===== src/rtl/button_controller_if.sv =====
// Button-side signal bundle for button_controller: raw buttons and frame sync in,
// frame-aligned events and debounced levels out.
interface button_controller_if;
  logic [4:0] btn_raw;
  logic       vsync;
  logic [4:0] operation;
  logic [4:0] btn_level;

  modport master (
    output btn_raw,
    output vsync,
    input  operation,
    input  btn_level
  );

  modport slave (
    input  btn_raw,
    input  vsync,
    output operation,
    output btn_level
  );
endinterface


===== src/rtl/button_controller.sv =====
// Synchronises and debounces five push-buttons, auto-repeats the movement keys and
// commits one event vector per frame on the rising edge of vsync.
module button_controller #(
  parameter int unsigned DEBOUNCE_CYCLES     = 250000,
  parameter int unsigned CNT_W               = 18,
  parameter int unsigned REPEAT_DELAY_FRAMES = 12,
  parameter int unsigned REPEAT_RATE_FRAMES  = 4
) (
  input  logic               clock,
  input  logic               reset,
  button_controller_if.slave bus
);

  localparam int unsigned NumBtn = 5;
  localparam int unsigned NumRep = 3;

  localparam logic [CNT_W-1:0] CntMax     = CNT_W'(DEBOUNCE_CYCLES - 1);
  localparam logic [CNT_W-1:0] CntOne     = CNT_W'(1);
  localparam logic [5:0]       HoldDelay  = 6'(REPEAT_DELAY_FRAMES);
  localparam logic [5:0]       HoldReload = 6'(REPEAT_DELAY_FRAMES - REPEAT_RATE_FRAMES);

  logic [4:0]       s1_q, s2_q;
  logic [4:0]       level_q, level_d, level_prev_q;
  logic [4:0]       pending_q, pending_d;
  logic [4:0]       op_q, op_d;
  logic [4:0]       rise, rep;
  logic             vs_q, fr, ff;
  logic [CNT_W-1:0] cnt_q [NumBtn];
  logic [CNT_W-1:0] cnt_d [NumBtn];
  logic [5:0]       hold_q [NumRep];
  logic [5:0]       hold_d [NumRep];
  logic [5:0]       hold_inc;

  always_comb begin
    fr       = bus.vsync & ~vs_q;
    ff       = ~bus.vsync & vs_q;
    level_d  = level_q;
    rep      = '0;
    hold_inc = '0;

    for (int b = 0; b < NumBtn; b++) begin
      cnt_d[b] = '0;
      if (s2_q[b] != level_q[b]) begin
        if (cnt_q[b] == CntMax) begin
          level_d[b] = s2_q[b];
        end else begin
          cnt_d[b] = cnt_q[b] + CntOne;
        end
      end
    end

    // Hold counter saturates at the delay by reloading, so it never wraps.
    for (int b = 0; b < NumRep; b++) begin
      hold_d[b] = hold_q[b];
      if (!level_q[b]) begin
        hold_d[b] = '0;
      end else if (ff) begin
        hold_inc = hold_q[b] + 6'd1;
        if (hold_inc == HoldDelay) begin
          rep[b]    = 1'b1;
          hold_d[b] = HoldReload;
        end else begin
          hold_d[b] = hold_inc;
        end
      end
    end

    rise      = level_q & ~level_prev_q;
    op_d      = op_q;
    pending_d = pending_q;
    if (fr) begin
      op_d = pending_q;
      if (pending_q[1:0] == 2'b11) begin
        op_d[1:0] = 2'b00;
      end
      pending_d = '0;
    end
    // New events win over the commit clear and carry into the next frame.
    pending_d = pending_d | rise | rep;
  end

  always_ff @(posedge clock) begin
    if (reset) begin
      s1_q         <= '0;
      s2_q         <= '0;
      level_q      <= '0;
      level_prev_q <= '0;
      pending_q    <= '0;
      op_q         <= '0;
      vs_q         <= 1'b1;
      for (int b = 0; b < NumBtn; b++) cnt_q[b] <= '0;
      for (int b = 0; b < NumRep; b++) hold_q[b] <= '0;
    end else begin
      s1_q         <= bus.btn_raw;
      s2_q         <= s1_q;
      level_q      <= level_d;
      level_prev_q <= level_q;
      pending_q    <= pending_d;
      op_q         <= op_d;
      vs_q         <= bus.vsync;
      for (int b = 0; b < NumBtn; b++) cnt_q[b] <= cnt_d[b];
      for (int b = 0; b < NumRep; b++) hold_q[b] <= hold_d[b];
    end
  end

  assign bus.operation = op_q;
  assign bus.btn_level = level_q;

endmodule


===== src/flat_wrapper.sv =====
// flat-port wrapper written by rule: the top's interface ports become plain ports
module button_controller_flat 
#(
  parameter int unsigned DEBOUNCE_CYCLES     = 250000,
  parameter int unsigned CNT_W               = 18,
  parameter int unsigned REPEAT_DELAY_FRAMES = 12,
  parameter int unsigned REPEAT_RATE_FRAMES  = 4
)
  (clock, reset, bus_btn_raw, bus_vsync, bus_operation, bus_btn_level);
  button_controller_if bus_i ();
  input  logic clock;
  input  logic reset;
  input wire logic [$bits(bus_i.btn_raw)-1:0] bus_btn_raw;
  input wire logic [$bits(bus_i.vsync)-1:0] bus_vsync;
  output wire logic [$bits(bus_i.operation)-1:0] bus_operation;
  output wire logic [$bits(bus_i.btn_level)-1:0] bus_btn_level;
  assign bus_i.btn_raw = bus_btn_raw;
  assign bus_i.vsync = bus_vsync;
  assign bus_operation = bus_i.operation;
  assign bus_btn_level = bus_i.btn_level;
  button_controller #(.DEBOUNCE_CYCLES(DEBOUNCE_CYCLES), .CNT_W(CNT_W), .REPEAT_DELAY_FRAMES(REPEAT_DELAY_FRAMES), .REPEAT_RATE_FRAMES(REPEAT_RATE_FRAMES)) u_core (.clock(clock), .reset(reset), .bus(bus_i));
endmodule

===== config.mk =====
export PLATFORM = sky130hd
export DESIGN_NAME = button_controller_flat
export DESIGN_NICKNAME = d
export VERILOG_FILES = /design/src/rtl/button_controller_if.sv /design/src/rtl/button_controller.sv /design/src/flat_wrapper.sv
export SDC_FILE = /design/constraint.sdc
export NUM_CORES = 1
export LEC_CHECK = 0
export CAP_MARGIN = 30
export CORE_MARGIN = 1
export CORE_UTILIZATION = 60
export CTS_BUF_LIST = sky130_fd_sc_hd__clkbuf_8 sky130_fd_sc_hd__clkbuf_16
export DETAILED_ROUTE_END_ITERATION = 8
export DONT_BUFFER_PORTS = 1
export GPL_ROUTABILITY_DRIVEN = 0
export GPL_TIMING_DRIVEN = 1
export PLACE_DENSITY_LB_ADDON = 0.2
export SYNTH_ARGS = -nofsm -noshare
export SYNTH_HDL_FRONTEND = slang
export SYNTH_SLANG_ARGS = --single-unit

===== constraint.sdc =====
create_clock -name clock -period 4.75 [get_ports clock]
set_input_delay 0.95 -clock clock [delete_from_list [all_inputs] [get_ports clock]]
set_output_delay 0.95 -clock clock [all_outputs]
set_load 0.02 [all_outputs]

==> metrics.md <==
| Metric | Value |
|---|---|
| Status | complete, no violations |
| Number of buffers created by CTS | 17 |
| FP Rows | 35 |
| Fin crit period | 2.19 ns |
| Distinct cells, synth | 37 |
| Routed length on met2 | 5.21 mm |
| Tcrit/Tclk final | 0.461 |
| Mapped Area | approximately 6000 µm² |
| Vias | roughly 4,500 |
| Setup crit end kind | register |
| Initial core utilization | 0.626 |
| Clock Tree Buf Depth | 2 |
| Actual slew at the worst max-slew pin | ~0.96 ns |
| CTS clk-pin slew, worst paths | 0.06 ns |
| Largest net degree at the start of global routing | 36 |
| CTS tree | built |
| Detailed Place HPWL | 7.12 mm |
| Initial antenna violation count | 0 |
| Nets@finish | 680 |
| Met1 wire length | 5.10 mm |
| First drt pass iteration count | 4 |
| Leak Pwr | 2.08 nW |
| Syn Inst Count | 655 |
| Yosys warnings | 0 |
| Clock Skew | between 0.007 and 0.008 ns |
| Routed length on met3 | ~370 µm |
| Power Dens Cells | 388 nW/µm² |
| RSZ-0062 raised after global routing | false |
| Num ports | 18 |
| CP max stage delay | around 0.9 ns |
| Routed wire per std cell | 13.6 µm |
| Aggregate routed wire length | ~11 mm |
| Synthesized flop and latch total | between 100 and 150 |
| # Post-CTS Setup Buffers | 0 |
| Count of pins over their slew limit | 0 |
| Hold WS | around 0.42 ns |
| Most frequent cells in the layout | dfxtp_1, nor2_1, xnor2_1, nand3_1, nand2_1 |
| Slowest-stage cell, CP | o41ai_2 |
| H-tree depth | 4 |
| Max-Cap Viols | 0 |
| I/O Buffers | 0 |
| Vias per Instance | 5.58 |
| Commonest non-fill, non-tap cell in the layout | dfxtp_1 |
| Iter 0 DRT Violations | 164 |
| Die W | 101 µm |
| Net Count, Synth | 671 |
| Hold Vio Cnt, Final | 0 |
| Worst hold path class | reg2reg |
| DR top layer | met4 |
| Detail Route Antenna Nets | 0 |
| TNS Setup | 0 ns |
| Top FF cell, synth | dfxtp_1 |
| Total track usage | 0.234 |
| Full die area | 10,200 µm² |
| Crit path arrival time | 2.61 ns |
| GRT overflow | 0 |
| Fmax | ~460 MHz |
| Clock latency at the later pin of the worst-skew pair | 0.53 ns |
| Crit path required time | 5.17 ns |
| Final setup fails | 0 |
| CP Cell Sequence | ha_1, nand3_1, o41ai_2, buf_4, nor2_1 |
| Setup CP Type | reg2reg |
| Slew headroom | 0.356 |
| Worst-path maximum fanout | 10 |
| Share of cells above drive strength 1 | 0.0725 |
| Avg Cell Area, Syn | roughly 9 µm² |
| Max IR drop VDD | 0.276 mV |
| Post-synth EDFFs | 0 |
| Die Y | around 100 µm |
| Ant diodes | 0 |
| Clk root buf | clkbuf_8 |
| Post_cts resized | 0 |
| Hold-fix buffers at CTS | 0 |
| # DRC | 0 |
| Clock sink total | 139 |
| Register area share after synthesis | 0.474 |
| First-pass GRT wire length | about 19 mm |
| Synth-to-layout area growth | 13.2% |
| Async set-reset flop share out of synthesis | 0 |
| Core footprint | ~9400 µm² |
| Setup crit start kind | register |
| Vias in the first global route | approximately 4,200 |
## registers in the layout, indices dropped and copies added, names as in the netlist
signal / count
u_core.bus.operation: 5
u_core.s2_q: 5
u_core.pending_q: 5
u_core.hold_q: 18
u_core.s1_q: 5
u_core.vs_q: 1
u_core.cnt_q: 90
u_core.level_prev_q: 5
u_core.bus.btn_level: 5
## synthesized netlist by cell type (4+ instances only)
cell type	number	area share
xnor2_1	67	0.10
nor4_1	27	0.029
ha_1	8	0.017
xor2_1	23	0.034
o21ai_0	8	0.0068
nor2b_1	13	0.014
a21oi_1	14	0.012
inv_1	27	0.017
nand4_1	28	0.030
or4_1	4	0.0051
dfxtp_1	139	0.47
and3_1	10	0.011
nor2_1	120	0.077
nand2_1	33	0.021
nand3_1	35	0.030
nand2b_1	10	0.011
nor3_1	24	0.020
clkbuf_1	12	0.0077
or3_1	5	0.0053
mux2i_1	12	0.020
nor4b_1	9	0.013
## path summary, 6_finish.rpt
path	endpoint	depth (start not counted)	slack [ns]	start
max	u_core.cnt_q[0][83]	5	2.56	u_core.cnt_q[0][72]
max reg2reg	u_core.cnt_q[0][83]	5	2.56	u_core.cnt_q[0][72]
min reg2reg	u_core.pending_q[4]	1	0.42	u_core.level_prev_q[4]
min	u_core.pending_q[4]	1	0.42	u_core.level_prev_q[4]
## worst max-delay path: cells and delay by family, from the launching register on
kind | cells | cell delay (ns)
buffers and inverters | 1 | 0.30
AO/OA/AOI/OAI | 1 | 0.89
flip-flops | 1 | 0.37
adder cells (fa/ha/maj) | 1 | 0.22
AND/OR/NAND/NOR | 2 | 0.31
## through the flow
stage                     cell area (µm²)  std cells  setup slack, ns  power (mW)   util
after floorplan                      5870        655             2.56        1.22      -
after global placement               6000        772             2.31        1.23  0.640
after detailed placement             6010        773             2.20        1.23  0.641
after CTS                            6630        804             2.56        2.60  0.708
after global routing                 6640        805             2.38        2.66  0.709
final                                6640        805             2.56        2.58  0.709
## power breakdown
part | leakage [nW] | switching [mW] | internal, mW
logic | 0.642 | 0.0153 | 0.0122
registers | 1.12 | 0.00314 | 1.17
clock network | 0.319 | 0.464 | 0.913
## routing by layer
| layer | vias up | global-route usage |
|---|---|---|
| li1 | 2273 | - |
| met1 | 2115 | 0.282 |
| met2 | 74 | 0.380 |
| met3 | 26 | 0.0631 |
| met4 | 0 | 0.126 |
| met5 | - | 0 |
## cell families (layout without fill, tap and decap cells)
kind of cell,after synthesis,in the layout,share of synthesized area
compound gates,34,34,0.0420
xor+xnor,90,90,0.134
fa+ha+maj,8,8,0.0171
buf+inv,43,64,0.0279
flops,139,139,0.474
mux,12,12,0.0205
simple gates,329,329,0.284
## cell type report
class / count / area (µm²)
tap: 129 / 161
timing repair buffer: 6 / 48.8
multi-input combinational: 473 / 2920
clock inverter: 9 / 143
clock buffer: 22 / 483
sequential: 139 / 2780
fill: 721 / 2730
inverter: 27 / 101
Note: power is estimated with default switching activity, not from simulation.
